`config.mk`:
```
export PLATFORM = sky130hd
export DESIGN_NAME = touch_rx_sched
export DESIGN_NICKNAME = d
export VERILOG_FILES = /design/src/rtl/touch_pkg.sv /design/src/rtl/touch_wdog.sv /design/src/rtl/touch_rx_sched.sv
export SDC_FILE = /design/constraint.sdc
export NUM_CORES = 1
export LEC_CHECK = 0
export ABC_CLOCK_PERIOD_IN_PS = 1400
export BUFFER_PORTS_ARGS = -buffer_cell sky130_fd_sc_hd__buf_2
export CAP_MARGIN = 20
export CORE_MARGIN = 2
export CORE_UTILIZATION = 47
export CTS_BUF_LIST = sky130_fd_sc_hd__clkbuf_8
export DETAILED_ROUTE_END_ITERATION = 10
export PLACE_DENSITY = 0.87
export REMOVE_ABC_BUFFERS = 1
export SLEW_MARGIN = 20
export SYNTH_ARGS = -nofsm -noshare
export SYNTH_HDL_FRONTEND = slang
export SYNTH_SLANG_ARGS = --single-unit
export TNS_END_PERCENT = 10
```
`constraint.sdc`:
```
create_clock -name clk -period 1.4 [get_ports clk]
set_clock_uncertainty 0.1 [all_clocks]
set_input_delay 0.07 -clock clk [delete_from_list [all_inputs] [get_ports clk]]
set_output_delay 0.07 -clock clk [all_outputs]
set_load 0.01 [all_outputs]
```
`src/rtl/touch_pkg.sv`:
```
// -----------------------------------------------------------------------------
// touch_pkg
// Shared declarations for the PS/2 touch receive sequencer.
//   rd_state_t : states of the consumer read sequencer
//   ERR_W_DEF  : default width of the receive-error counter
//   TO_W_DEF   : default width of the inactivity counter
//   satInc     : saturating increment for a counter of a given width
// Optional feature macro used by the users of this package: TOUCH_TIMEOUT_EN
// -----------------------------------------------------------------------------
package touch_pkg;

  typedef enum logic [1:0] {
    R_IDLE  = 2'd0,
    R_POP   = 2'd1,
    R_WAIT  = 2'd2,
    R_VALID = 2'd3
  } rd_state_t;

  localparam int ERR_W_DEF = 8;
  localparam int TO_W_DEF  = 16;

  // Increment value, but stop at the all-ones pattern of a width-bit counter.
  // Works on a 32-bit container so any counter up to 32 bits can use it.
  function automatic logic [31:0] satInc(input logic [31:0] value, input int width);
    logic [31:0] maxVal;
    maxVal = (width >= 32) ? 32'hFFFF_FFFF : ((32'd1 << width) - 32'd1);
    return (value >= maxVal) ? value : value + 32'd1;
  endfunction

endpackage

```
`src/rtl/touch_wdog.sv`:
```
// -----------------------------------------------------------------------------
// touch_wdog
// Inactivity counter for the touch receive path. Counts consecutive quiet
// cycles while running and reports when the limit has been reached.
// Ports:
//   clk_i      clock (divided PS/2-side clock)
//   reset_i    synchronous, active-high reset
//   run_i      counter runs while 1, is held at 0 while 0
//   kick_i     receiver activity; restarts the count from 0
//   expired_o  1 in any quiet running cycle once TO_CYC-1 quiet cycles preceded it
// Only instantiated when TOUCH_TIMEOUT_EN is defined.
// -----------------------------------------------------------------------------
module touch_wdog #(
  parameter int TO_CYC = 50000,
  parameter int TO_W   = 16
) (
  input  logic clk_i,
  input  logic reset_i,
  input  logic run_i,
  input  logic kick_i,
  output logic expired_o
);

  logic [TO_W-1:0] cnt_q;
  logic [TO_W-1:0] cnt_d;
  logic            atLimit;

  assign atLimit = (cnt_q == TO_W'(TO_CYC - 1));

  // Quiet-cycle count: restart on activity or when stopped, otherwise count
  // up and park at the limit so the expiry keeps being reported.
  always_comb begin
    cnt_d = cnt_q;
    if (!run_i || kick_i) begin
      cnt_d = '0;
    end else if (!atLimit) begin
      cnt_d = cnt_q + TO_W'(1);
    end
  end

  always_ff @(posedge clk_i) begin
    if (reset_i) begin
      cnt_q <= '0;
    end else begin
      cnt_q <= cnt_d;
    end
  end

  assign expired_o = run_i && !kick_i && atLimit;

endmodule

```
`src/rtl/touch_rx_sched.sv`:
```
// -----------------------------------------------------------------------------
// touch_rx_sched
// Sequencer between the PS/2 touch receiver, its byte FIFO and the consumer.
// Turns receiver done/error pulses into FIFO pushes, drops bytes when the FIFO
// is full, serves consumer reads with a pop/wait/valid sequence and keeps
// error/overflow/timeout status. Everything runs on the divided PS/2 clock.
// Ports:
//   clk, reset              clock, synchronous active-high reset
//   enable                  accept new bytes from the receiver
//   ps2_done, ps2_error     receiver byte-complete / byte-error pulses
//   fifo_full, fifo_empty   FIFO flags
//   rd_req                  consumer read request (level)
//   clr_status              clears overflow, err_cnt and timeout
//   fifo_wr, fifo_rd        FIFO push / pop strobes
//   data_valid              FIFO data_out holds the popped byte this cycle
//   avail                   registered !fifo_empty
//   overflow                sticky: a good byte was dropped
//   err_cnt                 saturating count of ps2_error pulses
//   timeout                 sticky inactivity flag
// Optional feature: TOUCH_TIMEOUT_EN adds the inactivity watchdog; without it
// timeout is tied low and TO_CYC/TO_W do not exist.
// -----------------------------------------------------------------------------
module touch_rx_sched
  import touch_pkg::*;
#(
  parameter int ERR_W       = ERR_W_DEF,
  parameter int FIFO_RD_LAT = 1
`ifdef TOUCH_TIMEOUT_EN
  ,
  parameter int TO_CYC      = 50000,
  parameter int TO_W        = TO_W_DEF
`endif
) (
  input  logic             clk,
  input  logic             reset,
  input  logic             enable,
  input  logic             ps2_done,
  input  logic             ps2_error,
  input  logic             fifo_full,
  input  logic             fifo_empty,
  input  logic             rd_req,
  input  logic             clr_status,
  output logic             fifo_wr,
  output logic             fifo_rd,
  output logic             data_valid,
  output logic             avail,
  output logic             overflow,
  output logic [ERR_W-1:0] err_cnt,
  output logic             timeout
);

  logic             wrPend_q, wrPend_d;
  logic             overflow_q, overflow_d;
  logic [ERR_W-1:0] errCnt_q, errCnt_d;
  logic             avail_q;
  logic             goodDone;
  logic             ovSet;
  rd_state_t        state_q, state_d;
  logic [1:0]       waitCnt_q, waitCnt_d;

  assign goodDone = ps2_done && enable && !ps2_error;

  // Write path and status. A good byte becomes a push one cycle later. If the
  // FIFO has filled up in the meantime the push is suppressed and counted as
  // an overflow, so fifo_wr never fires into a full FIFO. A set event in the
  // same cycle as clr_status wins, leaving the flag or count at 1.
  always_comb begin
    wrPend_d   = goodDone && !fifo_full;
    ovSet      = (goodDone && fifo_full) || (wrPend_q && fifo_full);
    overflow_d = clr_status ? ovSet : (overflow_q || ovSet);
    errCnt_d   = errCnt_q;
    if (clr_status) begin
      errCnt_d = ps2_error ? ERR_W'(1) : '0;
    end else if (ps2_error) begin
      errCnt_d = ERR_W'(satInc(32'(errCnt_q), ERR_W));
    end
  end

  always_ff @(posedge clk) begin
    if (reset) begin
      wrPend_q   <= 1'b0;
      overflow_q <= 1'b0;
      errCnt_q   <= '0;
      avail_q    <= 1'b0;
    end else begin
      wrPend_q   <= wrPend_d;
      overflow_q <= overflow_d;
      errCnt_q   <= errCnt_d;
      avail_q    <= !fifo_empty;
    end
  end

  assign fifo_wr  = wrPend_q && !fifo_full;
  assign overflow = overflow_q;
  assign err_cnt  = errCnt_q;
  assign avail    = avail_q;

  // Read sequencer state register.
  always_ff @(posedge clk) begin
    if (reset) begin
      state_q   <= R_IDLE;
      waitCnt_q <= '0;
    end else begin
      state_q   <= state_d;
      waitCnt_q <= waitCnt_d;
    end
  end

  // Read sequencer: pop once, wait out the FIFO read latency, then flag the
  // data. Only this block pops, so a FIFO seen non-empty in R_IDLE is still
  // non-empty in R_POP. With a latency of 1 the wait state is skipped.
  always_comb begin
    state_d    = state_q;
    waitCnt_d  = waitCnt_q;
    fifo_rd    = 1'b0;
    data_valid = 1'b0;
    case (state_q)
      R_IDLE: begin
        if (rd_req && !fifo_empty) begin
          state_d = R_POP;
        end
      end
      R_POP: begin
        fifo_rd = 1'b1;
        if (FIFO_RD_LAT > 1) begin
          state_d   = R_WAIT;
          waitCnt_d = 2'(FIFO_RD_LAT - 2);
        end else begin
          state_d = R_VALID;
        end
      end
      R_WAIT: begin
        if (waitCnt_q == 2'd0) begin
          state_d = R_VALID;
        end else begin
          waitCnt_d = waitCnt_q - 2'd1;
        end
      end
      R_VALID: begin
        data_valid = 1'b1;
        state_d    = R_IDLE;
      end
      default: begin
        state_d = R_IDLE;
      end
    endcase
  end

`ifdef TOUCH_TIMEOUT_EN
  logic timeout_q, timeout_d;
  logic expired;

  touch_wdog #(
    .TO_CYC(TO_CYC),
    .TO_W  (TO_W)
  ) u_wdog (
    .clk_i    (clk),
    .reset_i  (reset),
    .run_i    (enable),
    .kick_i   (ps2_done || ps2_error),
    .expired_o(expired)
  );

  // Sticky timeout flag; expiry in the clearing cycle keeps it set.
  always_comb begin
    timeout_d = clr_status ? expired : (timeout_q || expired);
  end

  always_ff @(posedge clk) begin
    if (reset) begin
      timeout_q <= 1'b0;
    end else begin
      timeout_q <= timeout_d;
    end
  end

  assign timeout = timeout_q;
`else
  assign timeout = 1'b0;
`endif

endmodule

```
* After elaboration in Yosys (flattened, before gate mapping)
Index checks and enable logic that the tools add are counted.
** Storage, ports and cells
- Flip-flop bits (word level) :: 15
- Input bits :: 9
- Output and inout port bits :: 14
- Word-level logic and storage cells :: 44
** Operators by class
- Add/sub/neg operators :: 2
- Order comparisons :: 1
- Eq/ne operators :: 6
- Muxes and demuxes :: 10
- Bitwise logic cells :: 1
- Reductions and logical operators :: 18
** Operators with widths (number)
- $mux 8 :: 3
- $add 8x1->8 const B :: 1
- $ge 8x8->1 const B :: 1
- $pmux 2 s4 :: 1
- $logic_and 1x1->1 :: 7
- $ne 2x2->1 const B :: 3
- $reduce_and 2->1 :: 3
- $eq 2x2->1 const B :: 2
- $logic_not 2->1 :: 2
- $mux 1 :: 4
- $mux 2 :: 2
- $logic_not 1->1 :: 3
- $eq 2x1->1 const B :: 1
- $logic_or 1x1->1 :: 2
- $reduce_bool 2->1 :: 1
- $sub 2x1->2 const B :: 1
- $not 1->1 :: 1

* Logic depth before layout (Yosys ltp)
- Depth after elaboration :: 6
- Depth in mapped cells :: 6
- Depth with buffers taken out :: 6

* Worst setup path before layout
OpenSTA, ideal clock, no wires.
- Kind :: register -> register
- Start point :: register errCnt_q[0] (netlist: err_cnt[0])
- End point :: register errCnt_q[5] (netlist: err_cnt[5])
- Library setup time :: 73 ps
- Arrival time :: 1324 ps
- Data required time :: 1227 ps
- Slack :: -97 ps
- Cell stages (with the launch flop) :: 7
- Path buffers :: 1
- Clock period less this slack :: 1497 ps
- Cell sequence :: dfxtp_1 > ha_1 > and4_1 > buf_6 > nand2_1 > and4_1 > nor3_2
** Between the ends
- Word-level cells in the longest chain between the ends :: 4
- Elaborated cells between the ends (all ways) :: 7
- Those cells by class :: add/sub (1); order compare (1); eq/ne (1); mux (3); reduce/logical (1)
** Ends and longest elaborated chain
- start: declaration :: line touch_rx_sched.sv:54 : logic [ERR_W-1:0] errCnt_q, errCnt_d;
- start signal: assignment :: line touch_rx_sched.sv:88 : errCnt_q <= errCnt_d;
- $add 8x1->8 :: line touch_pkg.sv:27 : return (value >= maxVal) ? value : value + 32'd1;
- $mux 8 :: line touch_pkg.sv:27
- $mux 8 :: line touch_rx_sched.sv:74 : end else if (ps2_error) begin
- $mux 8 :: line touch_rx_sched.sv:72 : if (clr_status) begin
Several ways; a longest one is shown, not always the timed one. The select of a mux whose other input is x is not followed.
A chain may end at the register's enable or synchronous reset.

* Final worst setup path
Ends and elaborated chain as after synthesis.

==> impl_metrics.ini <==
[cells_and_area]
area_growth_pct = 31.9
fin_util_pct = 67.6
antenna_cells = 0
fin_nets = 138
drive_above_1_share_pct = 34.7

[clocking]
ctsLongestPathBuffers = 2
root_buffer = clkbuf_8
clock_latency_ps = 250
cts_made_buffers = 3
clk_pin_slew_worst_paths_ps = 60
clock_sinks = 15
cts_tree = done
cts_setup_buffers = 0
htree_num_levels = 1

[hold_path]
hp-class = input pin to flop
whs_path_depth = 2

[floorplanning]
die_x_um = 44.8
fp.dieH_um = 44.8
initial_core_util_pct = 51.2
num_rows = 14
die_area_mm2 = 0.00200
ios = 23
design.core.area_mm2 = 0.00152

[route]
routed_via_density = 5.28
wl_mm = 1.56
drtAntennaViolNets = 0
via_count = 724
wl_per_cell_um = 11.4
first_pass_iters = 4
remaining_drc_errors = 0
drtIter0Drc = 4

[worst_setup_path]
crit_fanout = 6
worst-setup-path-type = flop to flop
end_kind = flop
cp-start-kind = flop
cp.required_ps = 1480
worst-r2r-cell-count = 5
worst-endpoint-arrival_ps = 1420

[synth]
muxShareOfSynthArea_pct = 1.28
synth_area_leaders = dfxtp_1, ha_1, a21oi_1, nor2_1, a211oi_1
synth_enable_flop_cells = 0
synth_top_area_share_pct = 38.5
synth_top_cell_by_area = dfxtp_1
ys_ff_latch = 15
yosys.area_share.simple_pct = 22.3
synth_xor_area_share_pct = 2.24
syn_area_um2 = 781
ys_seq_area_share_pct = 38.5
synth_cells = 89
synth-compound-area-share_pct = 15.9
async_flop_share_pct = 0
ys_top_cells_by_count = dfxtp_1, nor2_1, a21oi_1
syn-mean-instance-area_um2 = 8.77
ys_types = 28
synth.most_common_cell = dfxtp_1
synthAdderAreaFrac_pct = 11.2
synth_top_family_by_area = simple AND/OR/NAND/NOR gates
yosysWarningCount = 0
synth_ff_type = dfxtp_1

[timing]
hold_viol_final = 5
slew_viol_final = 0
fmax_mhz = 748
tns_ps = 0
period_share_pct = 95.5
worst_slack_ps = 63.4
setup_viol = 0
hold_slack_ps = -5.69
period_minus_slack_ps = 1340

[pwr]
switchingPower_mw = 0.257
vdd_drop_max_v = 0.000686
p_int_mw = 0.728
power_mw = 0.985
power_leakage_nw = 0.466
sw_frac_of_total_pct = 26.1
pwr-share-comb_pct = 16.8
clkPwrFrac_pct = 36.3
seqPwrFrac_pct = 47.0
p_per_area_mw_per_mm2 = 957

[place]
dpl_worst_slack_ps = 2.69
port_buffers = 21
dp_hpwl_mm = 1.16
gp_congestion = 0.869

[global_route]
grt_max_degree = 10
grt_overflow = 0
grt_pass1_vias = 673
antenna_found_initial = 0
track_usage_pct = 18.5
grt_pass1_wl_mm = 2.72

[outcome]
violations = hold timing
status = finished with violations

[run]
cap_violations = 0
[cell type report]
type	count	area [um2]
Sequential cell	15	304
Fill cell	130	494
Multi-Input combinational cell	64	433
Timing Repair Buffer	33	208
Clock inverter	1	5.00
Inverter	5	18.8
Clock buffer	3	41.3
Tap cell	16	20.0
[through the flow]
step                      area (um2)  hold slack [ps]  instances
after floorplan                  736             36.7         84
after CTS                       1010             2.63        137
after detailed placement         913              148        128
final                           1030            -5.69        137
after global placement           913              141        128
after global routing            1030             1.73        137
[power groups by stage]
stage               Sequential [mW]  Clock, mW  Combinational [mW]
finish                        0.463      0.357               0.165
global placement              0.469          0               0.137
floorplan                     0.475          0              0.0787
CTS                           0.461      0.363               0.162
global route                  0.466      0.386               0.185
detailed placement            0.470          0               0.146
[per-layer routing]
layer / GRT usage (%) / up-vias / part of all wire [%]
li1: - / 367 / -
met1: 20.9 / 338 / 44
met2: 33.6 / 17 / 51
met3: 3.60 / 2 / 4.2
met4: 7.27 / 0 / 1.3
met5: 0 / - / 0
[kinds of logic after synthesis]
group,count (synthesis)
other cells,1
simple gates,33
fa+ha+maj,7
mux,1
compound gates,20
buf+inv,10
flops,15
xor+xnor,2
[final timing paths]
kind	endpoint	slack, ps	from
worst max-delay path	err_cnt[5]	60	err_cnt[0]
worst min-delay path	err_cnt[0]	-6	reset
worst max register to register	err_cnt[5]	60	err_cnt[0]
worst min register to register	overflow	370	overflow
[worst max-delay path, cell delays in order, from the launching register on]
cell and delay (ps):
dfxtp_1 330, ha_1 170, and4_4 270, nand2_1 60
and4_1 210, nor3_2 130
[sequential cells by signal (all words and copies together) (netlist names)]
signal     count
err_cnt        8
state_q        2
avail          1
waitCnt_q      2
wrPend_q       1
overflow       1
[layout by cell type (no fill, tap or decap), drive strengths merged, types with 3 or more instances in the layout]
cell type,n
ha,7
nand3,3
a211oi,4
dfxtp,15
nand2,6
buf,28
inv,5
nor2,11
dlygate4sd3,5
a21oi,9
clkbuf,3
[timing repair]
action | in CTS | in global routing
pin swaps | 0 | 2
hold endpoints to repair | 2 | 0
resized for setup | 2 | 8
hold buffers | 5 | 0
setup endpoints to repair | 2 | 12
Power figures use the tool's default switching activity.
